### src/rtl/flash_loader_if.sv
// flash_loader_if: memory-bus write port driven by the boot copier
interface flash_loader_if;
  logic [31:0] address_out;
  logic        sel_out;
  logic [3:0]  write_mask_out;
  logic [31:0] write_value_out;
  logic        ready_in;
  modport master(output address_out, sel_out, write_mask_out, write_value_out, input ready_in);
  modport slave(input address_out, sel_out, write_mask_out, write_value_out, output ready_in);
endinterface

### src/rtl/flash_loader.sv
// flash_loader: boot copier streaming an image from SPI flash (one READ command) into RAM over the memory bus
module flash_loader #(
  parameter logic [23:0] FLASH_OFFSET = 24'h100000,
  parameter int          WORD_COUNT   = 2048,
  parameter logic [31:0] RAM_BASE     = 32'h0,
  parameter int          CLK_DIV      = 2
) (
  input  logic           clk,
  input  logic           reset,
  output logic           flash_clk_out,
  output logic           flash_csn_out,
  output logic           flash_mosi_out,
  input  logic           flash_miso_in,
  flash_loader_if.master bus,
  output logic           done_out
);
  localparam int IW = $clog2(WORD_COUNT) + 1;
  localparam int DW = $clog2(CLK_DIV) + 1;
  typedef enum logic [2:0] {START, CMD, ADDR, DATA, WRITE, FINISH, DONE} state_t;
  state_t state, state_n;
  logic [DW-1:0] div, div_n;
  logic [4:0] bits, bits_n;
  logic [31:0] tx, tx_n, data_n, addr_n;
  logic [IW-1:0] idx, idx_n;
  logic [3:0] mask_n;
  logic sck_n, csn_n, sel_n, done_n, tick;
  // command and address leave through one shift register; it drains to zero, so MOSI is 0 during DATA
  assign flash_mosi_out = tx[31];
  always_ff @(posedge clk or posedge reset)
    if (reset) begin
      state <= START;
      div <= '0;
      bits <= '0;
      tx <= '0;
      idx <= '0;
      flash_clk_out <= 1'b0;
      flash_csn_out <= 1'b1;
      done_out <= 1'b0;
      bus.sel_out <= 1'b0;
      bus.write_mask_out <= '0;
      bus.address_out <= '0;
      bus.write_value_out <= '0;
    end else begin
      state <= state_n;
      div <= div_n;
      bits <= bits_n;
      tx <= tx_n;
      idx <= idx_n;
      flash_clk_out <= sck_n;
      flash_csn_out <= csn_n;
      done_out <= done_n;
      bus.sel_out <= sel_n;
      bus.write_mask_out <= mask_n;
      bus.address_out <= addr_n;
      bus.write_value_out <= data_n;
    end
  always_comb begin
    state_n = state;
    div_n = div;
    bits_n = bits;
    tx_n = tx;
    idx_n = idx;
    sck_n = flash_clk_out;
    csn_n = flash_csn_out;
    done_n = done_out;
    sel_n = bus.sel_out;
    mask_n = bus.write_mask_out;
    addr_n = bus.address_out;
    data_n = bus.write_value_out;
    tick = div == DW'(CLK_DIV - 1);
    case (state)
      START: begin
        csn_n = 1'b0;
        tx_n = {8'h03, FLASH_OFFSET};
        bits_n = '0;
        div_n = '0;
        state_n = CMD;
      end
      CMD, ADDR, DATA: begin
        div_n = tick ? '0 : div + 1'b1;
        if (tick && !flash_clk_out) begin
          sck_n = 1'b1;
          // bytes arrive MSB first, least significant byte first
          if (state == DATA) data_n[{bits[4:3], ~bits[2:0]}] = flash_miso_in;
        end else if (tick) begin
          sck_n = 1'b0;
          tx_n = tx << 1;
          bits_n = bits + 5'd1;
          if (state == CMD && bits == 5'd7) state_n = ADDR;
          if (state == ADDR && bits == 5'd31) state_n = DATA;
          if (state == DATA && bits == 5'd31) begin
            state_n = WRITE;
            sel_n = 1'b1;
            mask_n = 4'b1111;
            addr_n = RAM_BASE + (32'(idx) << 2);
          end
        end
      end
      WRITE: if (bus.ready_in) begin
        sel_n = 1'b0;
        mask_n = '0;
        idx_n = idx + 1'b1;
        csn_n = idx_n == IW'(WORD_COUNT);
        state_n = idx_n == IW'(WORD_COUNT) ? FINISH : DATA;
      end
      FINISH: begin
        done_n = 1'b1;
        state_n = DONE;
      end
      default: ;
    endcase
  end
endmodule

### src/flat_wrapper.sv
// flat-port wrapper written by rule: the top's interface ports become plain ports
module flash_loader_flat 
#(
  parameter logic [23:0] FLASH_OFFSET = 24'h100000,
  parameter int          WORD_COUNT   = 2048,
  parameter logic [31:0] RAM_BASE     = 32'h0,
  parameter int          CLK_DIV      = 2
)
  (clk, reset, flash_clk_out, flash_csn_out, flash_mosi_out, flash_miso_in, done_out, bus_address_out, bus_sel_out, bus_write_mask_out, bus_write_value_out, bus_ready_in);
  flash_loader_if bus_i ();
  input  logic clk;
  input  logic reset;
  output logic flash_clk_out;
  output logic flash_csn_out;
  output logic flash_mosi_out;
  input  logic flash_miso_in;
  output logic done_out;
  output wire logic [$bits(bus_i.address_out)-1:0] bus_address_out;
  output wire logic [$bits(bus_i.sel_out)-1:0] bus_sel_out;
  output wire logic [$bits(bus_i.write_mask_out)-1:0] bus_write_mask_out;
  output wire logic [$bits(bus_i.write_value_out)-1:0] bus_write_value_out;
  input wire logic [$bits(bus_i.ready_in)-1:0] bus_ready_in;
  assign bus_address_out = bus_i.address_out;
  assign bus_sel_out = bus_i.sel_out;
  assign bus_write_mask_out = bus_i.write_mask_out;
  assign bus_write_value_out = bus_i.write_value_out;
  assign bus_i.ready_in = bus_ready_in;
  flash_loader #(.FLASH_OFFSET(FLASH_OFFSET), .WORD_COUNT(WORD_COUNT), .RAM_BASE(RAM_BASE), .CLK_DIV(CLK_DIV)) u_core (.clk(clk), .reset(reset), .flash_clk_out(flash_clk_out), .flash_csn_out(flash_csn_out), .flash_mosi_out(flash_mosi_out), .flash_miso_in(flash_miso_in), .bus(bus_i), .done_out(done_out));
endmodule
### config.mk
export PLATFORM = sky130hd
export DESIGN_NAME = flash_loader_flat
export DESIGN_NICKNAME = d
export VERILOG_FILES = /design/src/rtl/flash_loader_if.sv /design/src/rtl/flash_loader.sv /design/src/flat_wrapper.sv
export SDC_FILE = /design/constraint.sdc
export NUM_CORES = 1
export LEC_CHECK = 0
export CAP_MARGIN = 30
export CORE_MARGIN = 5
export CORE_UTILIZATION = 30
export DETAILED_ROUTE_END_ITERATION = 6
export GPL_TIMING_DRIVEN = 0
export SLEW_MARGIN = 10
export SYNTH_ARGS = -nofsm -noshare
export SYNTH_HDL_FRONTEND = slang
export SYNTH_SLANG_ARGS = --single-unit
### constraint.sdc
create_clock -name clk -period 2.5 [get_ports clk]
set_input_delay 0.25 -clock clk [delete_from_list [all_inputs] [get_ports clk]]
set_output_delay 0.25 -clock clk [all_outputs]
set_load 0.01 [all_outputs]
* Word level (Yosys, flattened, before mapping)
Index checks and enable logic that the tools add are counted.
Cells by class: reduce and logical (&&, ||, !) cells 21, multiplexer cells 33, bitwise logic cells 2, $lt $le $gt $ge 2, $add $sub $neg 3, eq/ne operators 14
Operators with widths (number):
- $mux W32 | 2
- $pmux W32 S2 | 1
- $bwmux W32 | 1
- $mux W3 | 7
- $mux W4 | 4
- $add A12 B1 Y12 const B | 1
- $eq A12 B12 Y1 const B | 1
- $pmux W3 S4 | 1
- $mux W5 | 2
- $pmux W5 S2 | 1
- $reduce_and A5 Y1 | 2
- $mux W1 | 8
- $pmux W4 S2 | 1
- $reduce_bool A2 Y1 | 4
- $eq A3 B2 Y1 const B | 2
- $eq A3 B3 Y1 const B | 2
- $lt A5 B6 Y1 const B | 1
- $reduce_and A2 Y1 | 3
- $reduce_and A3 Y1 | 2
- $add A5 B1 Y5 const B | 1
- $demux W1 S5 | 1
- $eq A5 B3 Y1 const B | 1
- $eq A5 B5 Y1 const B | 1
- $ge A5 B1 Y1 const B | 1
- other kinds (17) | 24
Storage, ports and cells: register bits 106, output and inout bits 73, word-level logic and storage cells 87, input port bits 4

* Logic depth before layout (Yosys ltp)
depth after elaboration 8, depth in mapped cells 9, gate-level depth less buffers 8

* Worst setup path before layout
OpenSTA, ideal clock, no wires.
kind register to register, start point register u_core.bits[2], end point register u_core.bus.address_out[10], path slack 0.065 ns, data arrival time 2.310 ns, period minus slack after synthesis 2.435 ns, stages on the path, launching flop included 10, library setup time 0.125 ns, path buffers 2, data required time 2.375 ns, cells stage by stage dfrtp_1 > clkbuf_1 > and3_1 > ha_1 > nor2b_1 > o22ai_1 > nor3_1 > nor3b_2 > buf_6 > mux2_2
On the way: cells in the longest elaborated chain, start to end 3
RTL lines:
- start, declared | RTL line flash_loader.sv:22 | logic [4:0] bits, bits_n;
- start signal, assigned | RTL line flash_loader.sv:46 | bits <= bits_n;
- $eq A5 B5 Y1 | RTL line flash_loader.sv:91 | if (state == DATA && bits == 5'd31) begin
- $logic_and A1 B1 Y1 | RTL line flash_loader.sv:91
- $reduce_and A4 Y1 (no source line)
- end signal, assigned | RTL line flash_loader.sv:54 | bus.address_out <= addr_n;
- end, declared | RTL line flash_loader_if.sv:8 | modport master(output address_out, sel_out, write_mask_out, write_value_out, input ready_in);
No other way between the ends. A chain may end at the register's enable or synchronous reset.

* Worst setup path after layout
start point register u_core.bits[0], end point register u_core.bus.address_out[10]
Same word-level chain as after synthesis.

==> summary.txt <==
Fmax = 0.4250 GHz
Clock slew at reported path FFs = 0.06 ns
Area grow syn2layout = 32.88%
CTS tree = built
Min setup slack post-route = 0.1470 ns
Number of filler cells placed in the layout = 1298
Maximum vdd ir drop = 271.1 uV
PwrDens = 559.1 nW/um2
Final period util = 0.9412
Clk_lat worst skew = 0.34 ns
Post-Synthesis Cells = 355
FP Rows = 42
Max Slew Vio Count = 0
GRT Overall Usage = 0.1120
First-pass GRT wire length = 14.48 mm
Routability cong. = 0.7606
ANT nets after route = 0
Crit Path Max Fanout = 5
Vias in the first global route = 2902
Grt ovf = 0
Die width = 125.3 um
Worst Path Required = 2.72 ns
DIE HEIGHT = 125.3 um
Number of diodes = 0
Critical path type = flip-flop to flip-flop
Endpoints failing setup = 0
Vias per inst = 4.598
CTS sink cnt = 82
WL per Instance = 13.99 um
Number of DRC markers in iteration 0 = 154
Worst r2r path cells = 10
CP arrival = 2.57 ns
Die area = 15710 um2
Number of H-tree levels = 3
Max-cap check violation count = 0
Commonest non-fill, non-tap cells in the layout = dfrtp_1, clkdlybuf4s50_1, mux2_2, nand2_1, buf_4
Mean Syn Cell Area = 11.24 um2
TritonCTS Buffers = 9
IO buf count = 56
Clock Skew = 0.006557 ns
Sequential-to-total area share from yosys stat = 0.5144
Main flop type after synthesis = dfrtp_1
Final TNS setup = 0 ns
Commonest non-fill, non-tap cell in the layout = dfrtp_1
Post-synth EDFFs = 0
Tmin final = 2.353 ns
Synth warn = 0
Nets = 458
Synthesized flop and latch total = 82
Worst Setup End Kind = flip-flop
Worst slew pin tran = 0.5197 ns
Clock buffer depth = 2
Post-synth ARST share = 1.000
Core area = 13140 um2
Wirelength, routed = 8.800 mm
Ports = 77
Worst slack at placement = -0.3871 ns
Leak = 2.282 nW
Largest net degree at the start of global routing = 61
Via count = 2892
HPWL Detailed = 6.102 mm
Fraction of layout cells with a size suffix above 1 = 0.2671
Starting Density = 0.3038
Initial antenna violation count = 0
CP Launch Type = flip-flop
Unique cell type count in the Yosys netlist = 54
CTS root buffer = clkbuf_16
Status = finished, final reports clean
Relative slew slack = 0.6487
Final Hold Violating Endpoints = 0
Hold WC Path Type = input pin to async pin
Drt first pass iters = 4
RSZ-0062 raised after global routing = true
Synthesized cell area = 3991 um2
DRC viols = 0
[final cells by class]
class / instances / area (um2) / share of cell area
timing repair buffer: 63 / 630.6 / 0.1189
sequential: 82 / 2058 / 0.3881
tap: 176 / 220.2 / 0.04152
inverter: 6 / 25.02 / 0.004718
buffer: 46 / 305.3 / 0.05756
multi-input combinational: 240 / 1743 / 0.3286
clock buffer: 12 / 246.5 / 0.04647
clock inverter: 4 / 75.07 / 0.01415
[timing repair]
| item | 4_1_cts | 5_1_grt |
|---|---|---|
| hold buffers | 0 | 0 |
| gates cloned | 0 | 1 |
| buffers inserted | 2 | 3 |
| gates resized for setup | 4 | 17 |
| endpoints found under the setup margin | 12 | 43 |
| pin swaps | 1 | 2 |
[Yosys cell counts (all sizes together), types with 2 or more instances]
cell | n | area [um2]
and2 | 4 | 25.02
and3 | 4 | 25.02
and3b | 3 | 26.28
mux2 | 46 | 518.0
nand2 | 45 | 168.9
dfrtp | 81 | 2027
nand3 | 6 | 35.03
nor3 | 7 | 35.03
a31oi | 3 | 18.77
xnor2 | 8 | 70.07
nand2b | 3 | 18.77
nand4 | 5 | 31.28
o21ai | 8 | 40.03
ha | 6 | 75.07
nor2 | 12 | 47.55
or2 | 2 | 12.51
nor3b | 4 | 35.03
nor2b | 2 | 12.51
buf | 33 | 249.0
a22o | 10 | 87.58
clkbuf | 13 | 48.80
inv | 6 | 22.52
or3 | 3 | 18.77
o311ai | 2 | 17.52
or3b | 2 | 17.52
xor2 | 7 | 61.31
or4 | 2 | 15.01
o31ai | 3 | 22.52
a21oi | 5 | 25.02
o22a | 2 | 17.52
nor4 | 2 | 12.51
[worst paths after layout]
| path | slack [ns] | from | end |
|---|---|---|---|
| max | 0.15 | u_core.bits[0]$_DFFE_PP0P_ | u_core.bus.address_out[10]$_DFFE_PP0P_ |
| min | 0.23 | reset | u_core.bus.write_value_out[5]$_DFFE_PP0P_ |
| max reg2reg | 0.15 | u_core.bits[0]$_DFFE_PP0P_ | u_core.bus.address_out[10]$_DFFE_PP0P_ |
| min reg2reg | 0.46 | u_core.done_out$_DFFE_PP0P_ | u_core.done_out$_DFFE_PP0P_ |
| max in group asynchronous | 1.64 | reset | u_core.flash_csn_out$_DFFE_PP1P_ |
| min in group clk | 0.46 | u_core.done_out$_DFFE_PP0P_ | u_core.done_out$_DFFE_PP0P_ |
[sequential cells by signal (all words and copies together), names as in the netlist, 2 cells and up]
register	cells
u_core.idx	12
u_core.bus.address_out	12
u_core.tx	12
u_core.state	3
u_core.bits	5
u_core.bus.write_value_out	32
u_core.div	2
[stage by stage]
stage                 util  total power [mW]  area [um2]  hold WS, ns  instances
CTS                 0.3976             3.008        5224       0.2287        625
global placement    0.3687             1.561        4843       0.4497        606
finish              0.4037             2.965        5304       0.2259        629
global route        0.4037             3.081        5304       0.2657        629
floorplan                -             1.486        4063       0.3491        374
detailed placement  0.3710             1.571        4873       0.4472        607
[kinds of logic after synthesis]
group | Yosys count | synth area share
xor+xnor | 15 | 0.03292
flops | 82 | 0.5144
simple gates | 111 | 0.1461
other cells | 1 | 0.0009395
compound gates | 42 | 0.07680
fa+ha+maj | 6 | 0.01881
buf+inv | 52 | 0.08025
mux | 46 | 0.1298
[metal layers]
| metal | GRT usage | share of wire |
|---|---|---|
| met5 | 0 | 0 |
| met4 | 0.03508 | 0.013 |
| met3 | 0.03710 | 0.054 |
| met2 | 0.1876 | 0.49 |
| met1 | 0.1371 | 0.44 |
[report_power, final]
group	switching (mW)	total (mW)	internal, mW
registers	0.0146	1.37	1.35
clock network	0.519	1.42	0.903
logic	0.0829	0.175	0.0923
[critical path: stages (launching register included)]
cell,delay (ns)
dfrtp_2,0.42
ha_4,0.17
and3_4,0.19
ha_4,0.15
nor2b_1,0.13
o22ai_1,0.11
nor3_2,0.23
nor3b_4,0.24
buf_4,0.15
buf_6,0.12
mux2_2,0.33
Note: power is estimated with default switching activity, not from simulation.
